$ cat src/rtl/catch_sound_pkg.sv
// catch_sound_pkg
// Shared definitions for the catch-game audio cue generator: the cue
// sequencer state encoding, the default note/divider/amplitude constants
// and a small helper used to size the oscillator divider counter.
package catch_sound_pkg;

    typedef enum logic [1:0] {
        IDLE  = 2'd0,
        NOTE1 = 2'd1,
        GAP   = 2'd2,
        NOTE2 = 2'd3
    } cue_state_e;

    localparam int               DEF_NOTE_LEN   = 27000;
    localparam int               DEF_CATCH_DIV1 = 30;
    localparam int               DEF_CATCH_DIV2 = 20;
    localparam int               DEF_THROW_DIV  = 60;
    localparam logic signed [7:0] DEF_AMPLITUDE = 8'sd64;

    // Largest of three divider settings; sizes the half-period counter.
    function automatic int max3(input int a, input int b, input int c);
        int m;
        m = (a > b) ? a : b;
        return (m > c) ? m : c;
    endfunction

endpackage

$ cat src/rtl/catch_sound_if.sv
// catch_sound_if
// Event/strobe/sample bundle between the ball state machine, the codec
// path and the cue generator.
//   catch_event, throw_event : cue triggers (rising edge starts a cue)
//   ready                    : one-cycle codec sample strobe
//   pcm                      : signed 8-bit sample to the codec
//   busy                     : high while a cue is playing
// master drives the triggers and strobe; slave (the generator) drives
// pcm and busy.
interface catch_sound_if;
    logic              catch_event;
    logic              throw_event;
    logic              ready;
    logic signed [7:0] pcm;
    logic              busy;

    modport master (
        output catch_event,
        output throw_event,
        output ready,
        input  pcm,
        input  busy
    );

    modport slave (
        input  catch_event,
        input  throw_event,
        input  ready,
        output pcm,
        output busy
    );
endinterface

$ cat src/rtl/catch_sound_square_osc.sv
// square_osc
// Square-wave phase generator. A half-period counter runs 0..div-1 while
// enabled and flips phase on every wrap, so one full period is 2*div
// cycles.
//   vclock  : clock
//   reset   : asynchronous active-high reset
//   restart : clear counter and phase (note start); wins over enable
//   enable  : advance the counter this cycle
//   div     : half-period length in clocks
//   phase   : current half of the square wave (0 = negative half)
module square_osc #(
    parameter int DIV_W = 6
) (
    input  logic             vclock,
    input  logic             reset,
    input  logic             restart,
    input  logic             enable,
    input  logic [DIV_W-1:0] div,
    output logic             phase
);

    logic [DIV_W-1:0] cnt_q, cnt_d;
    logic             phase_q, phase_d;
    logic [DIV_W:0]   cnt_inc;

    // One extra bit on the increment so the wrap test cannot overflow
    // even when div is the counter's maximum value.
    always_comb begin
        cnt_inc = {1'b0, cnt_q} + {{DIV_W{1'b0}}, 1'b1};
        cnt_d   = cnt_q;
        phase_d = phase_q;
        if (restart) begin
            cnt_d   = '0;
            phase_d = 1'b0;
        end else if (enable) begin
            if (cnt_inc >= {1'b0, div}) begin
                cnt_d   = '0;
                phase_d = ~phase_q;
            end else begin
                cnt_d = cnt_inc[DIV_W-1:0];
            end
        end
    end

    always_ff @(posedge vclock or posedge reset) begin
        if (reset) begin
            cnt_q   <= '0;
            phase_q <= 1'b0;
        end else begin
            cnt_q   <= cnt_d;
            phase_q <= phase_d;
        end
    end

    assign phase = phase_q;

endmodule

$ cat src/rtl/catch_sound.sv
// catch_sound
// Audio cue generator for the catch game. A rising edge on catch_event
// plays a two-note rising chirp (NOTE1, GAP, NOTE2); a rising edge on
// throw_event plays a single low note. Any new rise restarts the cue.
// The sample register updates only on the codec ready strobe.
//   vclock : 27 MHz system clock
//   reset  : asynchronous active-high reset, clears all state
//   bus    : catch_sound_if.slave (catch_event, throw_event, ready in;
//            pcm, busy out)
// Optional build macro CATCH_SOUND_DECAY_EN: amplitude halves on each
// quarter of a note (AMPLITUDE >>> 0,1,2,3); without it the amplitude is
// constant for the whole note.
module catch_sound
    import catch_sound_pkg::*;
#(
    parameter int                NOTE_LEN   = DEF_NOTE_LEN,
    parameter int                CATCH_DIV1 = DEF_CATCH_DIV1,
    parameter int                CATCH_DIV2 = DEF_CATCH_DIV2,
    parameter int                THROW_DIV  = DEF_THROW_DIV,
    parameter logic signed [7:0] AMPLITUDE  = DEF_AMPLITUDE
) (
    input  logic          vclock,
    input  logic          reset,
    catch_sound_if.slave  bus
);

    localparam int DUR_W   = $clog2(NOTE_LEN) + 1;
    localparam int DIV_MAX = max3(CATCH_DIV1, CATCH_DIV2, THROW_DIV);
    localparam int DIV_W   = $clog2(DIV_MAX + 1);

    localparam logic [DUR_W-1:0] NOTE_LAST = DUR_W'(NOTE_LEN - 1);
    localparam logic [DUR_W-1:0] GAP_LAST  = DUR_W'(NOTE_LEN / 4 - 1);
    localparam logic [DIV_W-1:0] DIV1_C    = DIV_W'(CATCH_DIV1);
    localparam logic [DIV_W-1:0] DIV2_C    = DIV_W'(CATCH_DIV2);
    localparam logic [DIV_W-1:0] THROW_C   = DIV_W'(THROW_DIV);

    logic              catch_cur_q, catch_cur_d, catch_prev_q, catch_prev_d;
    logic              throw_cur_q, throw_cur_d, throw_prev_q, throw_prev_d;
    logic              primed_q, primed_d;
    cue_state_e        state_q, state_d;
    logic [DUR_W-1:0]  dur_q, dur_d;
    logic              second_q, second_d;
    logic [DIV_W-1:0]  div_q, div_d;
    logic signed [7:0] pcm_q, pcm_d;
    logic              busy_q, busy_d;

    logic              catch_rise, throw_rise;
    logic              note_start, tone_on, phase;
    logic signed [7:0] amp, target;

    // Edge detect. For the first cycle after reset both stages load the
    // raw level, so a line already held high cannot look like a rise.
    always_comb begin
        catch_cur_d  = bus.catch_event;
        throw_cur_d  = bus.throw_event;
        catch_prev_d = primed_q ? catch_cur_q : bus.catch_event;
        throw_prev_d = primed_q ? throw_cur_q : bus.throw_event;
        primed_d     = 1'b1;
        catch_rise   = catch_cur_q & ~catch_prev_q;
        throw_rise   = throw_cur_q & ~throw_prev_q;
    end

    // Cue sequencer. A rise in any state restarts NOTE1 with the new cue
    // (catch has priority). dur_q counts cycles within the current state.
    always_comb begin
        state_d    = state_q;
        dur_d      = dur_q;
        second_d   = second_q;
        div_d      = div_q;
        note_start = 1'b0;
        if (catch_rise) begin
            state_d    = NOTE1;
            div_d      = DIV1_C;
            second_d   = 1'b1;
            dur_d      = '0;
            note_start = 1'b1;
        end else if (throw_rise) begin
            state_d    = NOTE1;
            div_d      = THROW_C;
            second_d   = 1'b0;
            dur_d      = '0;
            note_start = 1'b1;
        end else begin
            case (state_q)
                IDLE: dur_d = '0;
                NOTE1: begin
                    if (dur_q == NOTE_LAST) begin
                        dur_d   = '0;
                        state_d = second_q ? GAP : IDLE;
                    end else begin
                        dur_d = dur_q + 1'b1;
                    end
                end
                GAP: begin
                    if (dur_q == GAP_LAST) begin
                        dur_d      = '0;
                        state_d    = NOTE2;
                        div_d      = DIV2_C;
                        note_start = 1'b1;
                    end else begin
                        dur_d = dur_q + 1'b1;
                    end
                end
                NOTE2: begin
                    if (dur_q == NOTE_LAST) begin
                        dur_d   = '0;
                        state_d = IDLE;
                    end else begin
                        dur_d = dur_q + 1'b1;
                    end
                end
                default: begin
                    dur_d   = '0;
                    state_d = IDLE;
                end
            endcase
        end
    end

    assign tone_on = (state_q == NOTE1) || (state_q == NOTE2);

    square_osc #(
        .DIV_W (DIV_W)
    ) u_osc (
        .vclock  (vclock),
        .reset   (reset),
        .restart (note_start),
        .enable  (tone_on),
        .div     (div_q),
        .phase   (phase)
    );

`ifdef CATCH_SOUND_DECAY_EN
    localparam logic [DUR_W-1:0] Q1 = DUR_W'(NOTE_LEN / 4);
    localparam logic [DUR_W-1:0] Q2 = DUR_W'(2 * (NOTE_LEN / 4));
    localparam logic [DUR_W-1:0] Q3 = DUR_W'(3 * (NOTE_LEN / 4));

    // Halve the amplitude each quarter of the note; dur_q restarts at
    // every note start so the decay does too.
    always_comb begin
        if (dur_q >= Q3) begin
            amp = AMPLITUDE >>> 3;
        end else if (dur_q >= Q2) begin
            amp = AMPLITUDE >>> 2;
        end else if (dur_q >= Q1) begin
            amp = AMPLITUDE >>> 1;
        end else begin
            amp = AMPLITUDE;
        end
    end
`else
    assign amp = AMPLITUDE;
`endif

    // Target sample and output registers; pcm follows the target only on
    // codec strobes, busy tracks the registered state.
    always_comb begin
        target = 8'sd0;
        if (tone_on) begin
            target = phase ? amp : -amp;
        end
        pcm_d  = bus.ready ? target : pcm_q;
        busy_d = (state_d != IDLE);
    end

    always_ff @(posedge vclock or posedge reset) begin
        if (reset) begin
            catch_cur_q  <= 1'b0;
            catch_prev_q <= 1'b0;
            throw_cur_q  <= 1'b0;
            throw_prev_q <= 1'b0;
            primed_q     <= 1'b0;
            state_q      <= IDLE;
            dur_q        <= '0;
            second_q     <= 1'b0;
            div_q        <= '0;
            pcm_q        <= 8'sd0;
            busy_q       <= 1'b0;
        end else begin
            catch_cur_q  <= catch_cur_d;
            catch_prev_q <= catch_prev_d;
            throw_cur_q  <= throw_cur_d;
            throw_prev_q <= throw_prev_d;
            primed_q     <= primed_d;
            state_q      <= state_d;
            dur_q        <= dur_d;
            second_q     <= second_d;
            div_q        <= div_d;
            pcm_q        <= pcm_d;
            busy_q       <= busy_d;
        end
    end

    assign bus.pcm  = pcm_q;
    assign bus.busy = busy_q;

endmodule

$ cat src/flat_wrapper.sv
// flat-port wrapper written by rule: the top's interface ports become plain ports
module catch_sound_flat import catch_sound_pkg::*;
#(
    parameter int                NOTE_LEN   = DEF_NOTE_LEN,
    parameter int                CATCH_DIV1 = DEF_CATCH_DIV1,
    parameter int                CATCH_DIV2 = DEF_CATCH_DIV2,
    parameter int                THROW_DIV  = DEF_THROW_DIV,
    parameter logic signed [7:0] AMPLITUDE  = DEF_AMPLITUDE
)
  (vclock, reset, bus_catch_event, bus_throw_event, bus_ready, bus_pcm, bus_busy);
  catch_sound_if bus_i ();
  input  logic vclock;
  input  logic reset;
  input wire logic [$bits(bus_i.catch_event)-1:0] bus_catch_event;
  input wire logic [$bits(bus_i.throw_event)-1:0] bus_throw_event;
  input wire logic [$bits(bus_i.ready)-1:0] bus_ready;
  output wire logic [$bits(bus_i.pcm)-1:0] bus_pcm;
  output wire logic [$bits(bus_i.busy)-1:0] bus_busy;
  assign bus_i.catch_event = bus_catch_event;
  assign bus_i.throw_event = bus_throw_event;
  assign bus_i.ready = bus_ready;
  assign bus_pcm = bus_i.pcm;
  assign bus_busy = bus_i.busy;
  catch_sound #(.NOTE_LEN(NOTE_LEN), .CATCH_DIV1(CATCH_DIV1), .CATCH_DIV2(CATCH_DIV2), .THROW_DIV(THROW_DIV), .AMPLITUDE(AMPLITUDE)) u_core (.vclock(vclock), .reset(reset), .bus(bus_i));
endmodule
$ cat config.mk
export PLATFORM = sky130hd
export DESIGN_NAME = catch_sound_flat
export DESIGN_NICKNAME = d
export VERILOG_FILES = /design/src/rtl/catch_sound_pkg.sv /design/src/rtl/catch_sound_if.sv /design/src/rtl/catch_sound_square_osc.sv /design/src/rtl/catch_sound.sv /design/src/flat_wrapper.sv
export SDC_FILE = /design/constraint.sdc
export NUM_CORES = 1
export LEC_CHECK = 0
export BUFFER_PORTS_ARGS = -buffer_cell sky130_fd_sc_hd__buf_2
export CORE_MARGIN = 2
export CORE_UTILIZATION = 50
export CTS_BUF_LIST = sky130_fd_sc_hd__clkbuf_4 sky130_fd_sc_hd__clkbuf_8 sky130_fd_sc_hd__clkbuf_16
export DETAILED_ROUTE_END_ITERATION = 10
export PLACE_DENSITY_LB_ADDON = 0.05
export SETUP_SLACK_MARGIN = 0.05
export SLEW_MARGIN = 20
export SYNTH_ARGS = -nofsm -noshare
export SYNTH_HDL_FRONTEND = slang
export SYNTH_SLANG_ARGS = --single-unit
$ cat constraint.sdc
create_clock -name vclock -period 2.9 [get_ports vclock]
set_input_delay 0.145 -clock vclock [delete_from_list [all_inputs] [get_ports vclock]]
set_output_delay 0.145 -clock vclock [all_outputs]
set_load 0.01 [all_outputs]
==> Flow_metrics.wiki <==
{| class="wikitable"
! Metric !! Value
|-
| Part of the total power dissipated in the clock network || 42.9%
|-
| Max Slew Vio Count || 0
|-
| Total chip power || 1.24 mW
|-
| Hold violation total from the final report || 0
|-
| GR Util All Layers || 18.8%
|-
| Initial antenna violation count || 0
|-
| Synth Cell Area || 0.00202 mm^2
|-
| Required time of the worst setup path || 3.11 ns
|-
| Nature of the critical path endpoint || register
|-
| Highest fanout seen on the critical path || 6
|-
| Net total in the final layout || 232
|-
| Worst Setup Start Kind || register
|-
| R2R Path End || u_core.u_osc.cnt_q[1]$_DFFE_PP0P_
|-
| Number of I/O port buffers || 7
|-
| Initial core utilization || 51.2%
|-
| Shortest period the worst path allows || 2.40 ns
|-
| Path type of the worst min-delay path || primary input to register
|-
| Row Count || 23
|-
| Cells after synthesis || 205
|-
| Max-capacitance violation count || 0
|-
| Worst-case reg-to-reg path depth || 9
|-
| IR drop worst, VDD || 412 uV
|-
| Total congestion overflow || 0
|-
| Crit Path Category || register to register
|-
| Final sum of negative setup slack || 0 ns
|-
| CTS tree || yes
|-
| Final setup violation count || 0
|-
| DRC violation count after routing || 0
|-
| Switching component of the power || 0.288 mW
|-
| Cell Pwr Density || 553 mW/mm^2
|-
| Hold worst-path end || u_core.bus.pcm[7]$_DFFE_PP0P_
|-
| Relative slew margins || 61.5%
|-
| Setup repair after global routing missed its margin || false
|-
| Ant. Diodes || 0
|-
| Clk buf depth || 2
|-
| Clock latency at the later pin of the worst-skew pair || 0.29 ns
|-
| DR pass1 iterations || 4
|-
| Detail-routed net length per standard cell || 13.2 um
|-
| Clock tree root buffer cell || clkbuf_8
|-
| WL final || 3570 um
|-
| Cells on Worst Hold Path || 2
|-
| Ports placed on the boundary || 14
|-
| Worst path arrival time || 2.61 ns
|-
| Die area || 0.00456 mm^2
|-
| Wire length of the first global-routing pass || 6380 um
|-
| Synth async-reset ratio || 100%
|-
| Primary flip-flop cell chosen by synthesis mapping || dfrtp_1
|-
| Net switching fraction of the power || 23.2%
|-
| Combinational power share || 9.9%
|-
| Result of the run || finished clean
|-
| Leakage dissipation || 1.01 nW
|-
| Layout Area Growth over Synthesis || 11.5%
|-
| CTS clock-pin slew for the worst setup and hold paths || 0.07 ns
|-
| Worst hold slack || 0.121 ns
|-
| Vias per std cell || 5.29
|-
| Relative contribution of sequential cells to total power || 47.1%
|-
| Number of buffers inserted during clock tree synthesis || 5
|-
| DR vias || 1427
|-
| Slew @ Worst Pin || 0.575 ns
|-
| DRC violation total after the first TritonRoute iteration || 71
|-
| Synth cell types || 39
|-
| Placer congestion estimate || 0.889
|-
| Largest net degree at the start of global routing || 39
|-
| Vert. Die Dim || 67.5 um
|-
| Post-Route Skew || 0.00759 ns
|-
| Flops & latches, synth || 38
|-
| X dimension of the die || 67.5 um
|-
| Reg2reg setup slack || 0.50 ns
|-
| Number of clock sinks seen by CTS || 38
|-
| Number of global-route vias before repair || 1441
|-
| Final worst-path cycle share || 82.8%
|-
| Routed Antenna Nets || 0
|-
| Startpoint of the most critical hold path || bus_ready
|-
| Cell Int Power || 0.955 mW
|-
| Sequential cell area fraction in the yosys report || 47.1%
|-
| Number of enable flip-flop cells after synthesis || 0
|-
| Total core area || 0.00394 mm^2
|-
| R2r startpoint || u_core.u_osc.cnt_q[0]$_DFFE_PP0P_
|-
| Final cell utilization of the core || 57.0%
|-
| Maximum clock frequency || 0.416 GHz
|-
| Layout cell share with drive strength beyond 1 || 12.3%
|-
| Syn. warnings || 0
|-
| Deepest level of the CTS H-tree || 2
|-
| Syn_area_per_cell || 9.84 um^2
|-
| Total half-perimeter wirelength after legalization and detailed placement || 2530 um
|}
-- through the flow --
stage	cells	setup WS (ns)	cell area, um^2
finish	270	0.499	2250
global route	270	0.270	2250
CTS	270	0.500	2250
detailed placement	259	0.554	2080
global placement	259	0.641	2080
floorplan	210	0.815	2040
-- layout make-up --
| class | count | area [um^2] |
|---|---|---|
| Clock buffer | 5 | 68.8 |
| Multi-Input combinational cell | 155 | 995 |
| Sequential cell | 38 | 951 |
| Tap cell | 50 | 62.6 |
| Inverter | 8 | 30.0 |
| Clock inverter | 3 | 68.8 |
| Fill cell | 363 | 1690 |
| Timing Repair Buffer | 11 | 72.6 |
-- registers in the layout, indices dropped and copies added, names as in the netlist, 2 cells and up --
signal,flops
u_core.dur_q,16
u_core.u_osc.cnt_q,6
u_core.div_q,4
u_core.bus.pcm,2
u_core.state_q,2
-- Yosys cell counts, types with 2 or more instances --
cell type,instances,area (um^2)
a21o_1,2,15.0
a21oi_1,10,50.1
a31oi_1,2,12.5
and3_1,2,12.5
buf_4,7,52.6
clkbuf_1,2,7.51
conb_1,2,7.51
dfrtp_1,38,951
ha_1,8,100
inv_1,8,30.0
mux2_2,5,56.3
mux2i_1,2,20.0
nand2_1,19,71.3
nand2b_1,2,12.5
nand3_1,11,55.1
nand4_1,7,43.8
nand4b_1,3,26.3
nor2_1,27,101
nor2b_1,6,37.5
nor3_1,3,15.0
nor4bb_1,2,20.0
o21ai_0,3,15.0
o21ai_1,2,10.0
xnor2_1,9,78.8
xor2_1,9,78.8
-- power groups by stage --
stage / sequential [mW] / clock, mW / combinational, mW
6_report: 0.586 / 0.533 / 0.123
4_1_cts: 0.585 / 0.549 / 0.126
5_1_grt: 0.591 / 0.576 / 0.145
2_1_floorplan: 0.589 / 0 / 0.102
3_3_place_gp: 0.595 / 0 / 0.120
3_5_place_dp: 0.595 / 0 / 0.122
-- cells by family (layout without fill, tap and decap cells) --
kind of cell / after synthesis / after routing / share of synthesized area, %
and+or+nand+nor: 92 / 92 / 24.1
DFF: 38 / 38 / 47.1
AOI/OAI and AO/OA: 23 / 23 / 7.32
xor gates and xnor gates: 18 / 18 / 7.82
buffers and inverters: 17 / 27 / 4.47
adders and majority gates: 8 / 8 / 4.96
muxes: 7 / 7 / 3.78
other: 2 / 7 / 0.372
-- cells in the final DEF, fill, tap and decap left out, types with 2 or more instances in the layout --
cell	synthesis	final
nor2_1	27	27
buf_2	0	7
nor2b_1	6	6
nand2b_1	2	2
nand2_1	19	19
xor2_1	9	9
nor4bb_1	2	2
o21ai_1	2	2
a21o_1	2	2
nand4_1	7	7
nand4b_1	3	3
mux2_2	5	5
xnor2_1	9	9
dlygate4sd3_1	0	3
and3_1	2	2
mux2i_1	2	2
inv_1	8	8
o21ai_0	3	3
a21oi_1	10	10
clkbuf_8	0	5
a31oi_1	2	2
nand3_1	11	11
conb_1	2	7
dfrtp_1	38	38
nor3_1	3	3
ha_1	8	8
bufinv_16	0	2
-- worst max-delay path by stage --
stage / from / to
2_1_floorplan: u_core.u_osc.cnt_q[0]$_DFFE_PP0P_ / u_core.u_osc.phase$_DFFE_PP0P_
3_5_place_dp: u_core.u_osc.cnt_q[0]$_DFFE_PP0P_ / u_core.u_osc.cnt_q[3]$_DFFE_PP0P_
6_report: u_core.u_osc.cnt_q[0]$_DFFE_PP0P_ / u_core.u_osc.cnt_q[1]$_DFFE_PP0P_
5_1_grt: u_core.u_osc.cnt_q[0]$_DFFE_PP0P_ / u_core.u_osc.cnt_q[0]$_DFFE_PP0P_
3_3_place_gp: u_core.u_osc.cnt_q[0]$_DFFE_PP0P_ / u_core.u_osc.cnt_q[0]$_DFFE_PP0P_
4_1_cts: u_core.u_osc.cnt_q[0]$_DFFE_PP0P_ / u_core.u_osc.cnt_q[1]$_DFFE_PP0P_
-- worst max-delay path, stage by stage, from the launching register on --
cell	delay [ns]
dfrtp_1	0.43
ha_1	0.26
and3_1	0.25
xor2_1	0.19
ha_1	0.28
a21oi_1	0.14
nand2_1	0.09
o21ai_1	0.35
nand4_1	0.15
a21oi_1	0.17
-- layer usage --
layer,up-vias,global-route usage (%),wire [um]
li1,718,-,-
met1,687,23.3,1600
met2,17,32.2,1820
met4,0,6.63,53
met3,5,4.00,96
met5,-,0,0
-- timing repair --
item	in CTS	in global routing
resized for setup	0	0
setup buffers	0	0
hold buffers	3	0
endpoints found under the hold margin	40	0
endpoints found under the setup margin	0	0
No activity file was read; power rests on OpenSTA's default activity.
